===== src/rtl/tmds_decoder.sv =====
// tmds_decoder: single TMDS channel receive decoder.
// Aligns raw 10-bit deserializer words to the TMDS word boundary by hunting
// for runs of control tokens across the ten possible bit offsets, then
// decodes aligned words into pixel data, data enable and two control bits.
// Optional build macro TMDS_DECODER_STATS_EN adds the realign_cnt port, a
// saturating count of lock losses.
`timescale 1ns/1ps
module tmds_decoder #(
  parameter int CTRL_RUN      = 8,
  parameter int SEARCH_CYCLES = 1024,
  parameter int LOCK_TIMEOUT  = 1048576
) (
  input  logic       clk,
  input  logic       rst_n,
  input  logic [9:0] tmds_in,
  output logic [7:0] data_out,
  output logic       data_en,
  output logic       ctrl0_out,
  output logic       ctrl1_out,
  output logic       aligned,
  output logic [3:0] phase
`ifdef TMDS_DECODER_STATS_EN
  ,
  output logic [7:0] realign_cnt
`endif
);

  localparam int RUN_W   = $clog2(CTRL_RUN + 1);
  localparam int DWELL_W = $clog2(SEARCH_CYCLES + 1);
  localparam int TO_W    = $clog2(LOCK_TIMEOUT + 1);

  typedef enum logic {
    ST_SEARCH,
    ST_LOCKED
  } state_t;

  state_t             state;
  logic [9:0]         cur_q;
  logic [9:0]         prev_q;
  logic [9:0]         w;
  logic               is_tok;
  logic [1:0]         tok_c;
  logic [7:0]         d;
  logic [7:0]         dec;
  logic [1:0]         ctrl_hold;
  logic [RUN_W-1:0]   run_cnt;
  logic [DWELL_W-1:0] dwell_cnt;
  logic [TO_W-1:0]    to_cnt;
  logic               run_full;
  logic               dwell_end;
  logic               to_end;
  logic               drop_lock;
  logic               slip;
  logic [3:0]         phase_inc;

  assign aligned = (state == ST_LOCKED);

  // Two-word history so any 10-bit window straddling a word boundary is visible
  always_ff @(posedge clk or negedge rst_n) begin
    if (!rst_n) begin
      cur_q  <= '0;
      prev_q <= '0;
    end else begin
      cur_q  <= tmds_in;
      prev_q <= cur_q;
    end
  end

  // Barrel shifter, token detect and TMDS data decode on the selected window
  always_comb begin
    w      = 10'({cur_q, prev_q} >> phase);
    is_tok = 1'b1;
    tok_c  = 2'b00;
    case (w)
      10'h354: tok_c = 2'b00;
      10'h0AB: tok_c = 2'b01;
      10'h154: tok_c = 2'b10;
      10'h2AB: tok_c = 2'b11;
      default: is_tok = 1'b0;
    endcase
    d      = w[9] ? ~w[7:0] : w[7:0];
    dec    = '0;
    dec[0] = d[0];
    for (int unsigned i = 1; i < 8; i++) begin
      dec[i] = w[8] ? (d[i] ^ d[i-1]) : ~(d[i] ^ d[i-1]);
    end
  end

  // Lock/slip decisions; a completed run always takes priority over a slip
  always_comb begin
    run_full  = (run_cnt == RUN_W'(CTRL_RUN));
    dwell_end = (dwell_cnt == DWELL_W'(SEARCH_CYCLES - 1));
    to_end    = (to_cnt == TO_W'(LOCK_TIMEOUT - 1));
    drop_lock = (state == ST_LOCKED) && !run_full && to_end;
    slip      = ((state == ST_SEARCH) && !run_full && dwell_end) || drop_lock;
    phase_inc = (phase == 4'd9) ? 4'd0 : 4'(phase + 4'd1);
  end

  // Consecutive-token run counter, restarted by data words and offset slips
  always_ff @(posedge clk or negedge rst_n) begin
    if (!rst_n) begin
      run_cnt <= '0;
    end else if (slip || !is_tok) begin
      run_cnt <= '0;
    end else if (!run_full) begin
      run_cnt <= run_cnt + 1'b1;
    end
  end

  // Alignment FSM: dwell on each offset while searching, watchdog while locked
  always_ff @(posedge clk or negedge rst_n) begin
    if (!rst_n) begin
      state     <= ST_SEARCH;
      phase     <= '0;
      dwell_cnt <= '0;
      to_cnt    <= '0;
    end else begin
      case (state)
        ST_SEARCH: begin
          if (run_full) begin
            state     <= ST_LOCKED;
            dwell_cnt <= '0;
            to_cnt    <= '0;
          end else if (dwell_end) begin
            phase     <= phase_inc;
            dwell_cnt <= '0;
          end else begin
            dwell_cnt <= dwell_cnt + 1'b1;
          end
        end
        ST_LOCKED: begin
          if (run_full) begin
            to_cnt <= '0;
          end else if (to_end) begin
            state     <= ST_SEARCH;
            phase     <= phase_inc;
            dwell_cnt <= '0;
            to_cnt    <= '0;
          end else begin
            to_cnt <= to_cnt + 1'b1;
          end
        end
        default: state <= ST_SEARCH;
      endcase
    end
  end

  // Registered decoder outputs, held at zero until the boundary is locked
  always_ff @(posedge clk or negedge rst_n) begin
    if (!rst_n) begin
      ctrl_hold <= '0;
      data_out  <= '0;
      data_en   <= 1'b0;
      ctrl0_out <= 1'b0;
      ctrl1_out <= 1'b0;
    end else begin
      if (is_tok) begin
        ctrl_hold <= tok_c;
      end
      if (!aligned) begin
        data_out  <= '0;
        data_en   <= 1'b0;
        ctrl0_out <= 1'b0;
        ctrl1_out <= 1'b0;
      end else if (is_tok) begin
        data_out  <= '0;
        data_en   <= 1'b0;
        ctrl0_out <= tok_c[0];
        ctrl1_out <= tok_c[1];
      end else begin
        data_out  <= dec;
        data_en   <= 1'b1;
        ctrl0_out <= ctrl_hold[0];
        ctrl1_out <= ctrl_hold[1];
      end
    end
  end

`ifdef TMDS_DECODER_STATS_EN
  // Saturating count of lock losses
  always_ff @(posedge clk or negedge rst_n) begin
    if (!rst_n) begin
      realign_cnt <= '0;
    end else if (drop_lock && (realign_cnt != 8'hFF)) begin
      realign_cnt <= realign_cnt + 1'b1;
    end
  end
`endif

endmodule


===== config.mk =====
export PLATFORM = sky130hd
export DESIGN_NAME = tmds_decoder
export DESIGN_NICKNAME = d
export VERILOG_FILES = /design/src/rtl/tmds_decoder.sv
export SDC_FILE = /design/constraint.sdc
export NUM_CORES = 1
export LEC_CHECK = 0
export CAP_MARGIN = 20
export CORE_ASPECT_RATIO = 0.9
export CORE_MARGIN = 1.5
export CORE_UTILIZATION = 54
export DETAILED_ROUTE_END_ITERATION = 8
export PLACE_DENSITY = 0.74
export REMOVE_ABC_BUFFERS = 1
export SETUP_SLACK_MARGIN = 0.4
export SYNTH_ARGS = -nofsm -noshare
export SYNTH_HDL_FRONTEND = slang
export SYNTH_SLANG_ARGS = --single-unit
export TNS_END_PERCENT = 30

===== constraint.sdc =====
create_clock -name clk -period 9.2 [get_ports clk]
set_clock_uncertainty 0.15 [all_clocks]
set_input_delay 2.3 -clock clk [delete_from_list [all_inputs] [get_ports clk]]
set_output_delay 2.3 -clock clk [all_outputs]
set_load 0.02 [all_outputs]

==> reports/qor.yml, run 1 <==
run_status: "complete, no violations"
post_route_cells_drive_above_1_share_pct: 11.30
power_switching_uw: 149.1
insertion_delay_ps: 350
grt_pass1_vias: 2966
ant_nets: 0
dr_total_vias: 3138
p_sw_share_pct: 23.57
start_kind: "flip-flop"
rr_startpoint: "phase[0]$_DFFE_PN0P_"
fin_crit_ps: 4180
clockBufferDepth: 2
synth.largest_area_cell: "dfrtp_1"
drc_errors_left: 0
setup_viol_count_final: 0
fin_setup_tns_ps: 0
postCtsResizedCells: 0
antennaDiodeCount: 0
clk_pin_slew_worst_paths_ps: 80
post-synth-top-count-cell: "dfrtp_1"
fp.coreArea_um2: 7582
hp-start: "cur_q[8]$_DFF_PN0_"
reg2regPathDepth: 10
total_leakage_power_uw: 0.001976
max_freq_mhz: 239.3
synth-main-ff-cell: "dfrtp_1"
clock_sinks: 74
r2r_setup_slack_ps: 5610
drt-wirelength-per-cell_um: 16.57
num_rows: 30
aggregate_global_routing_overflow: 0
combinational_power_share_pct: 6.2
die_width_um: 96.67
reg2reg_to: "ctrl1_out$_DFF_PN0_"
pre_cts_worst_setup_slack_ps: 5395
power_frac_clock_pct: 40.7
die_y_um: 87.30
port_buffers: 27
slew_headroom_pct: 31.62
worst-slew-pin-transition_ps: 1016
maximum_number_of_pins_on_one_net_before_global_route_repair: 75
worstPathMaxFanout: 26
dpl.hpwl_mm: 5.649
worstPathRequired_ps: 6750
postCtsSetupBuffers: 0
worst_hold_path.num_cells: 0
cts-root-buf: "clkbuf_8"
distinct_cell_type_count_after_synthesis: 56
grt_setup_unrepaired: "false"
synth.yosys.warnings: 0
cap_viol_max_count: 0
fin_total_pwr_uw: 632.9
tritoncts.num_buffers: 9
cp.arrival_ps: 1730
globalplace.congestion: 0.8726
class_of_the_tightest_hold_or_removal_check: "flip-flop to flip-flop"
synth.yosys.seq_area_share_pct: 43.43
die_outline_area_um2: 8439
vdd_drop_max_uv: 88.67
number_of_nets_in_the_layout: 426
netlist_area_um2: 4264
timing.hold.worst_endpoint: "prev_q[8]$_DFF_PN0_"
timing_max_transition_violations_final: 0
cts_hold_buf: 0
cts.htree.levels: 3
drt_iter0_drc: 264
final.period_utilization_pct: 45.43
tritoncts: "yes"
synth_top_cells_by_count: "74 x dfrtp_1, 35 x nand2_1, 26 x nor2_1, 21 x nand3_1, 19 x inv_1"
wl_mm: 8.333
synth-edff-count: 0
synth_cells: 377
grt_pass1_wl_mm: 14.62
critical_path_class: "flip-flop to primary output"
ys_async_sr_fraction_pct: 100.0
netlist.area_leader.share_pct: 43.43
vias_per_cell: 6.239
signed_area_change_from_the_synthesized_netlist_to_the_final_layout_pct: 10.83
pwr-share-seq_pct: 53.2
cp-end-kind: "primary output"
power_per_cell_area_nw_per_um2: 133.9
first_pass_iters: 4
finalHoldViolCount: 0
ys_seq_elements: 74
grt_util_all_layers_pct: 21.74
internal_power_uw: 483.7
antenna_found_initial: 0
synthTopCellsByArea: "dfrtp_1 43%, mux4_1 8.0%, mux4_2 5.8%"
initial_utilization_pct: 56.24
number_of_primary_i_o_pins: 28
syn_area_per_cell_um2: 11.31
postLayoutSetupSlackWorst_ps: 5020
power groups by stage:
stage	sequential, uW	clock (uW)	combinational (uW)
2_1_floorplan	340	0	23.8
6_report	336	257	38.9
3_3_place_gp	342	0	38.2
4_1_cts	336	264	39.3
5_1_grt	337	278	43.2
3_5_place_dp	343	0	39.1
stage by stage:
stage	cell area, um^2	hold slack, ps	std cells	utilization, %
floorplan	4106	244.3	361	-
global placement	4523	279.4	487	59.65
detailed placement	4523	304.5	487	59.65
CTS	4726	321.0	503	62.33
global route	4726	347.9	503	62.33
finish	4726	321.6	503	62.33
sequential cells by signal, indices dropped and copies added (netlist names):
| signal | cells |
|---|---|
| ctrl_hold | 2 |
| phase | 4 |
| prev_q | 10 |
| ctrl1_out | 1 |
| cur_q | 10 |
| data_en | 1 |
| to_cnt | 21 |
| data_out | 8 |
| dwell_cnt | 11 |
| ctrl0_out | 1 |
| run_cnt | 4 |
| aligned | 1 |
routing by layer:
metal	global-route usage (%)	routed length [um]
met5	0	0
met3	5.217	484
met2	31.98	3842
met4	8.169	121
met1	31.56	3885
critical path, cell delays in order, from the launching register on:
cell             delay, ps
dfrtp_1                330
buf_4                  350
clkdlybuf4s50_1        690
worst max path at each step:
stage,start,endpoint,slack (ps)
2_1_floorplan,phase[0]$_DFFE_PN0P_,ctrl1_out$_DFF_PN0_,5630
3_3_place_gp,phase[0]$_DFFE_PN0P_,phase[0],5420
3_5_place_dp,phase[0]$_DFFE_PN0P_,phase[0],5390
4_1_cts,phase[0]$_DFFE_PN0P_,phase[0],5000
5_1_grt,phase[0]$_DFFE_PN0P_,phase[0],4920
6_report,phase[0]$_DFFE_PN0P_,phase[0],5020
cell usage in the layout (no fill, tap or decap), types with 2 or more instances in the layout:
| cell type | count |
|---|---|
| dfrtp_1 | 74 |
| a31oi_1 | 14 |
| nor3_1 | 9 |
| or3_1 | 4 |
| mux2_2 | 4 |
| a22o_1 | 5 |
| clkinv_2 | 2 |
| nor2_1 | 26 |
| a31o_2 | 2 |
| nand4_1 | 4 |
| clkdlybuf4s50_1 | 26 |
| xor2_1 | 4 |
| nand2_1 | 35 |
| and3_1 | 3 |
| nor4_1 | 9 |
| nor3b_1 | 2 |
| buf_4 | 4 |
| xnor2_1 | 9 |
| a41oi_1 | 5 |
| a21oi_1 | 15 |
| clkbuf_8 | 10 |
| mux4_1 | 13 |
| nand3b_1 | 3 |
| nand3_1 | 21 |
| a21o_1 | 3 |
| xnor3_1 | 2 |
| o21ai_0 | 15 |
| inv_1 | 19 |
| a211oi_1 | 2 |
| nand2b_1 | 5 |
| o21a_1 | 4 |
| mux4_2 | 11 |
| mux2i_1 | 8 |
| ha_1 | 12 |
area by class of cell:
| type | count | area (um^2) |
|---|---|---|
| fillers | 598 | 2856 |
| flip-flops and latches | 74 | 1852 |
| multi-input cells | 267 | 2186 |
| repair buffers | 30 | 290.3 |
| well taps | 96 | 120.1 |
| inverters | 20 | 75.07 |
| clock inverters | 6 | 65.06 |
| clock buffers | 10 | 137.6 |
cell families after synthesis:
group                    after synthesis  synth area share, %
AO/OA/AOI/OAI                         77                12.15
flip-flops                            74                43.43
adder cells (fa/ha/maj)               12                3.521
XOR/XNOR                              16                4.108
AND/OR/NAND/NOR                      125                14.06
buffers and inverters                 36                5.458
multiplexers                          37                17.28
(Power assumes the default switching activity.)
==> run 2, diff against run 1 <==
--- a/config.mk
+++ b/config.mk
@@ -10,7 +10,7 @@
 export CORE_MARGIN = 1.5
 export CORE_UTILIZATION = 54
 export DETAILED_ROUTE_END_ITERATION = 8
-export PLACE_DENSITY = 0.74
+export PLACE_DENSITY = 0.77
 export REMOVE_ABC_BUFFERS = 1
 export SETUP_SLACK_MARGIN = 0.4
 export SYNTH_ARGS = -nofsm -noshare
==> constraint.sdc (replaced) <==
create_clock -name clk -period 3.5 [get_ports clk]
set_clock_uncertainty 0.15 [all_clocks]
set_input_delay 0.875 -clock clk [delete_from_list [all_inputs] [get_ports clk]]
set_output_delay 0.875 -clock clk [all_outputs]
set_load 0.02 [all_outputs]
==> run 2 against run 1 <==
  * Cell area up 3.2%
  * Sequential power rose to 2.6 times the previous value
  * Flip-flop and latch count unchanged
  * Critical path depth up 6
  * Largest cell class unchanged
==> reports/qor.yml, run 2 (synthesized netlist as in run 1, its figures left out) <==
layout.cells.most_common_list: "72 x dfrtp_1, 35 x nand2_1, 26 x nor2_1, 26 x clkdlybuf4s50_1, 21 x nand3_1"
tritoncts.num_buffers: 9  # unchanged
first_pass_iters: 5  # +1
crit_path_max_incr_delay_ps: 600  # -90 ps
worst-slew-pin-transition_ps: 1023  # +6.564 ps
wl_mm: 8.522  # +2.3%
grt_util_all_layers_pct: 20.53  # -1.2 points
cts_hold_buf: 0  # unchanged
worst_path_dominant_cell_family: "multiplexers"
timing_max_transition_violations_final: 0  # unchanged
tritoncts: "yes"
worst_path_max_delay_cell: "mux4_1"
grt_setup_unrepaired: "true"
signed_area_change_from_the_synthesized_netlist_to_the_final_layout_pct: 14.38
fin_crit_ps: 3038
ant_nets: 0  # unchanged
cap_viol_max_count: 0  # unchanged
drc_errors_left: 0  # unchanged
power_per_cell_area_nw_per_um2: 338.5  # +150%
stdcell_count: 515  # +2.4%
number_of_primary_i_o_pins: 28  # unchanged
die_y_um: 87.30  # unchanged
antenna_found_initial: 0  # unchanged
grt_pass1_vias: 2815  # -5.1%
largest_register_ffs: 21  # unchanged
class_of_the_tightest_hold_or_removal_check: "flip-flop to flip-flop"
cts-root-buf: "clkbuf_8"
reg.largest.list: "to_cnt (21), dwell_cnt (11)"
worst_hold_slack_ps: 330.9  # +9.339 ps
regMostFlops: "to_cnt"
critical_path_class: "flip-flop to flip-flop"
final.period_utilization_pct: 86.81
die_outline_area_um2: 8439  # unchanged
dr_total_vias: 3183  # +1.4%
reg2regPathDepth: 8  # -2
initial_utilization_pct: 56.24  # unchanged
fp.coreArea_um2: 7582  # unchanged
die_width_um: 96.67  # unchanged
multi_input_comb_area_um2: 2225  # +1.8%
aggregate_global_routing_overflow: 0  # unchanged
worstPathMaxFanout: 9  # -65%
cp-end-kind: "flip-flop"
start_kind: "flip-flop"
drt-wirelength-per-cell_um: 16.55  # -0.11%
maximum_number_of_pins_on_one_net_before_global_route_repair: 75  # unchanged
max_freq_mhz: 329.1
cts.htree.levels: 3  # unchanged
port_buffers: 27  # unchanged
layout.cells.most_common: "dfrtp_1"
worst-path-stages: 8  # +6
fin_total_pwr_uw: 1651  # +160%
finalHoldViolCount: 0  # unchanged
post_route_cells_drive_above_1_share_pct: 15.51  # +4.2 points
vias_per_cell: 6.181  # -0.93%
vdd_drop_max_uv: 211.8  # +140%
worst_hold_path.num_cells: 0  # unchanged
slew_headroom_pct: 31.81  # +0.19 points
number_of_nets_in_the_layout: 438  # +2.8%
clk_pin_slew_worst_paths_ps: 90  # about the same
antennaDiodeCount: 0  # unchanged
placed_cells: 492  # +1.0%
total_leakage_power_uw: 0.002035  # +3.0%
run_status: "complete, no violations"
num_rows: 30  # unchanged
globalplace.congestion: 0.9021  # +3.4%
fillers: 570  # -4.7%
crit_path_cell_trace: "buf_12 -> mux4_1 -> mux4_2 -> inv_1 -> ha_1 -> nand4_1 -> o21a_4 -> a2111oi_4"
setup_viol_count_final: 0  # unchanged
insertion_delay_ps: 350  # about the same
critical_path.n_buffers_inverters: 2  # unchanged
worstPathRequired_ps: 3600  # -3150 ps
clockBufferDepth: 2  # unchanged
fin_setup_tns_ps: 0  # unchanged
clock_sinks: 74  # unchanged
dpl.hpwl_mm: 5.629  # -0.37%
cp.arrival_ps: 3140  # +1410 ps
final-seq-area_um2: 1854  # +0.14%
drt_iter0_drc: 222  # -16%
grt_pass1_wl_mm: 13.79  # -5.7%
[run 2: worst reg2reg max path, cell delays in order, from the launching register on]
cell and delay (ps):
dfrtp_2 430, buf_12 150, mux4_1 600, mux4_2 540, inv_1 90, ha_1 140
nand4_1 210, o21a_4 290, a2111oi_4 330
[run 2: routing by layer]
metal	GRT usage, %	vias to the layer above	routed length (um)
met5	0	-	0
met4	7.115	0	70
met3	4.575	11	565
met2	31.34	111	3896
met1	29.34	1568	3990
li1	-	1493	-
[run 2: repair_timing]
item / CTS / global route
endpoints found under the setup margin: 9 / 2
gates resized for setup: 7 / 7
cloned: 0 / 1
setup buffers: 1 / 5
[run 2: per-stage QoR]
step / instance area, um^2 / utilization [%] / worst slack, ps
2_1_floorplan: 4106 / - / -73.18
3_3_place_gp: 4561 / 60.15 / 269.9
3_5_place_dp: 4561 / 60.15 / 87.02
4_1_cts: 4782 / 63.07 / 423.1
5_1_grt: 4877 / 64.32 / 336.4
6_report: 4877 / 64.32 / 461.5
[run 2: area by class of cell]
type	count	area share [%]
clock inverter	7	1.411
tap	96	2.463
inverter	20	1.539
multi-input combinational	267	45.61
timing repair buffer	42	8.415
sequential	74	38.02
clock buffer	9	2.540
[run 2: final timing paths]
kind	endpoint	from	slack [ps]
max	ctrl1_out$_DFF_PN0_	phase[0]$_DFFE_PN0P_	460
min	prev_q[1]$_DFF_PN0_	cur_q[1]$_DFF_PN0_	330
max reg2reg	ctrl1_out$_DFF_PN0_	phase[0]$_DFFE_PN0P_	460
min reg2reg	prev_q[1]$_DFF_PN0_	cur_q[1]$_DFF_PN0_	330
max in group asynchronous	phase[0]$_DFFE_PN0P_	rst_n	2070
min in group asynchronous	to_cnt[0]$_DFFE_PN0P_	rst_n	510
[run 2: report_power, final]
part	switching, uW	internal (uW)	total [uW]
clock network	330	327	658
logic	50.0	57.0	107
registers	17.4	869	886
total	398	1250	1650
==> run 3, diff against run 2 <==
--- a/config.mk
+++ b/config.mk
@@ -10,7 +10,7 @@
 export CORE_MARGIN = 1.5
 export CORE_UTILIZATION = 54
 export DETAILED_ROUTE_END_ITERATION = 8
-export PLACE_DENSITY = 0.77
+export PLACE_DENSITY = 0.79
 export REMOVE_ABC_BUFFERS = 1
 export SETUP_SLACK_MARGIN = 0.4
 export SYNTH_ARGS = -nofsm -noshare
==> run 3 against run 2 <==
  * Via count is 2.4% higher
  * Combinational power hardly changed
  * Power is 5.6% higher
  * First-iteration DRC count is 64% higher
  * Cell count is 0.78% higher
  * Critical path depth is 3 higher
  * Cell area is 1.4% higher
  * Flip-flop and latch count stayed put
  * Core utilization is 0.89 points higher
  * Sequential share of layout area is 0.52 points lower
  * Worst setup slack worse by 37 ps
==> reports/qor.yml, run 3 (synthesized netlist as in run 1, its figures left out) <==
worstPathRequired_ps: 3600  # about the same
port_buffers: 27  # unchanged
vias_per_cell: 6.281  # +1.6%
tritoncts.num_buffers: 9  # unchanged
worst-slew-pin-transition_ps: 910.2  # -112.7 ps
reg2regPathDepth: 11  # +3
finalHoldViolCount: 0  # unchanged
final.period_utilization_pct: 87.86  # +1.0 points
insertion_delay_ps: 370  # +20 ps
max_freq_mhz: 325.2  # -1.2%
antennaDiodeCount: 0  # unchanged
ant_nets: 0  # unchanged
hp-start: "cur_q[9]$_DFF_PN0_"
cts.htree.levels: 3  # unchanged
setup_viol_count_final: 0  # unchanged
drt_iter0_drc: 364  # +64%
timing.hold.worst_endpoint: "prev_q[9]$_DFF_PN0_"
fin_crit_ps: 3075  # +36.60 ps
critPathMostFrequentCell: "inv_1"
vdd_drop_max_uv: 361.5  # +71%
timing_max_transition_violations_final: 0  # unchanged
finish.instance_area_um2: 4945  # +1.4%
clock_sinks: 74  # unchanged
critical_path_class: "flip-flop to flip-flop"
first_pass_iters: 5  # unchanged
worst_hold_slack_ps: 311.3  # -19.61 ps
worstPathMaxFanout: 12  # +3
cp.arrival_ps: 3180  # +40 ps
cap_viol_max_count: 0  # unchanged
regMostFlops: "to_cnt"
placed_cell_area_um2: 4573  # +0.27%
r2r_setup_slack_ps: 420  # -40 ps
drt-wirelength-per-cell_um: 17.43  # +5.3%
worst_hold_path.num_cells: 0  # unchanged
clockBufferDepth: 2  # unchanged
post_route_cells_drive_above_1_share_pct: 17.49  # +2.0 points
grt_util_all_layers_pct: 22.79  # +2.3 points
total_leakage_power_uw: 0.002063  # +1.4%
cts-root-buf: "clkbuf_8"
wl_mm: 9.046  # +6.1%
power_per_cell_area_nw_per_um2: 352.6  # +4.2%
layout.cells.most_common: "dfrtp_1"
die_width_um: 96.67  # unchanged
reg.largest.list: "to_cnt (21), dwell_cnt (11)"
fp.coreArea_um2: 7582  # unchanged
initial_utilization_pct: 56.24  # unchanged
start_kind: "flip-flop"
dr_total_vias: 3260  # +2.4%
maximum_number_of_pins_on_one_net_before_global_route_repair: 75  # unchanged
dpl.hpwl_mm: 5.843  # +3.8%
rr_startpoint: "phase[0]$_DFFE_PN0P_"
run_status: "complete, no violations"
largest_register_ffs: 21  # unchanged
antenna_found_initial: 0  # unchanged
crit_path_cell_trace: "bufbuf_16 -> mux4_1 -> inv_1 -> mux4_2 -> inv_1 -> ha_1 -> nand4_1 -> a21oi_2 -> o21ai_2 -> o21a_2 -> a2111oi_4"
tritoncts: "yes"
slew_headroom_pct: 38.52  # +6.7 points
cts_hold_buf: 0  # unchanged
number_of_primary_i_o_pins: 28  # unchanged
globalplace.congestion: 0.9391  # +4.1%
num_rows: 30  # unchanged
cp-end-kind: "flip-flop"
number_of_nets_in_the_layout: 442  # +0.91%
reg2reg_to: "ctrl1_out$_DFF_PN0_"
class_of_the_tightest_hold_or_removal_check: "flip-flop to flip-flop"
layout.cells.most_common_list: "72 x dfrtp_1, 35 x nand2_1, 26 x clkdlybuf4s50_1"
grt_pass1_wl_mm: 15.18  # +10%
clk_pin_slew_worst_paths_ps: 90  # about the same
drc_errors_left: 0  # unchanged
grt_pass1_vias: 3012  # +7.0%
grt_setup_unrepaired: "true"
die_y_um: 87.30  # unchanged
crit_path_max_incr_delay_ps: 500  # -100 ps
die_outline_area_um2: 8439  # unchanged
signed_area_change_from_the_synthesized_netlist_to_the_final_layout_pct: 15.96
aggregate_global_routing_overflow: 0  # unchanged
worst_path_max_delay_cell: "mux4_2"
==> run 3: what timing repair did <==
action	CTS	global route
pin swaps	0	1
resized for setup	4	10
setup buffers	4	6
gates cloned	1	0
endpoints found under the setup margin	2	14
==> run 3: cell type report <==
cell class | instances | area (um^2)
Fill cell | 540 | 2638
Timing Repair Buffer | 46 | 447.9
Tap cell | 96 | 120.1
Sequential cell | 74 | 1854
Inverter | 20 | 75.07
Clock buffer | 9 | 123.9
Clock inverter | 7 | 101.3
Multi-Input combinational cell | 267 | 2222
==> run 3: power breakdown <==
part           leakage, uW  switching, uW  internal (uW)
logic             0.000988           51.5           56.6
registers         0.000969           18.1            869
clock network     0.000106            342            407
==> run 3: worst max-delay path by stage <==
| stage | slack, ps | start | end |
|---|---|---|---|
| final | 420 | phase[0]$_DFFE_PN0P_ | ctrl1_out$_DFF_PN0_ |
| after global routing | 330 | phase[0]$_DFFE_PN0P_ | ctrl1_out$_DFF_PN0_ |
| after CTS | 410 | phase[0]$_DFFE_PN0P_ | ctrl1_out$_DFF_PN0_ |
| after detailed placement | 230 | phase[0]$_DFFE_PN0P_ | ctrl1_out$_DFF_PN0_ |
| after global placement | 380 | phase[0]$_DFFE_PN0P_ | ctrl1_out$_DFF_PN0_ |
| after floorplan | -70 | phase[0]$_DFFE_PN0P_ | ctrl1_out$_DFF_PN0_ |
==> run 3: per-layer routing <==
| metal | part of all wire [%] | vias to the layer above | GRT usage (%) |
|---|---|---|---|
| met5 | 0 | - | 0 |
| met4 | 1.7 | 0 | 7.510 |
| met3 | 6.6 | 15 | 6.421 |
| met2 | 47 | 140 | 34.90 |
| met1 | 45 | 1606 | 31.71 |
| li1 | - | 1499 | - |
==> run 3: critical path, delay by kind of cell (launching register included) <==
| kind | cells | cell delay, ps |
|---|---|---|
| adder cells (fa/ha/maj) | 1 | 140 |
| AO/OA/AOI/OAI | 4 | 790 |
| flip-flops | 1 | 450 |
| multiplexers | 2 | 860 |
| AND/OR/NAND/NOR | 1 | 110 |
| buffers and inverters | 3 | 430 |
==> run 3: per-stage QoR <==
step           std cells  util [%]  setup slack, ps  setup TNS [ps]  power [uW]
2_1_floorplan        361         -           -73.18          -73.18       956.6
3_3_place_gp         492     60.31            380.8               0        1001
3_5_place_dp         492     60.31            233.4               0        1005
4_1_cts              513     64.22            412.6               0        1757
5_1_grt              519     65.21            331.2               0        1822
6_report             519     65.21            424.9               0        1743
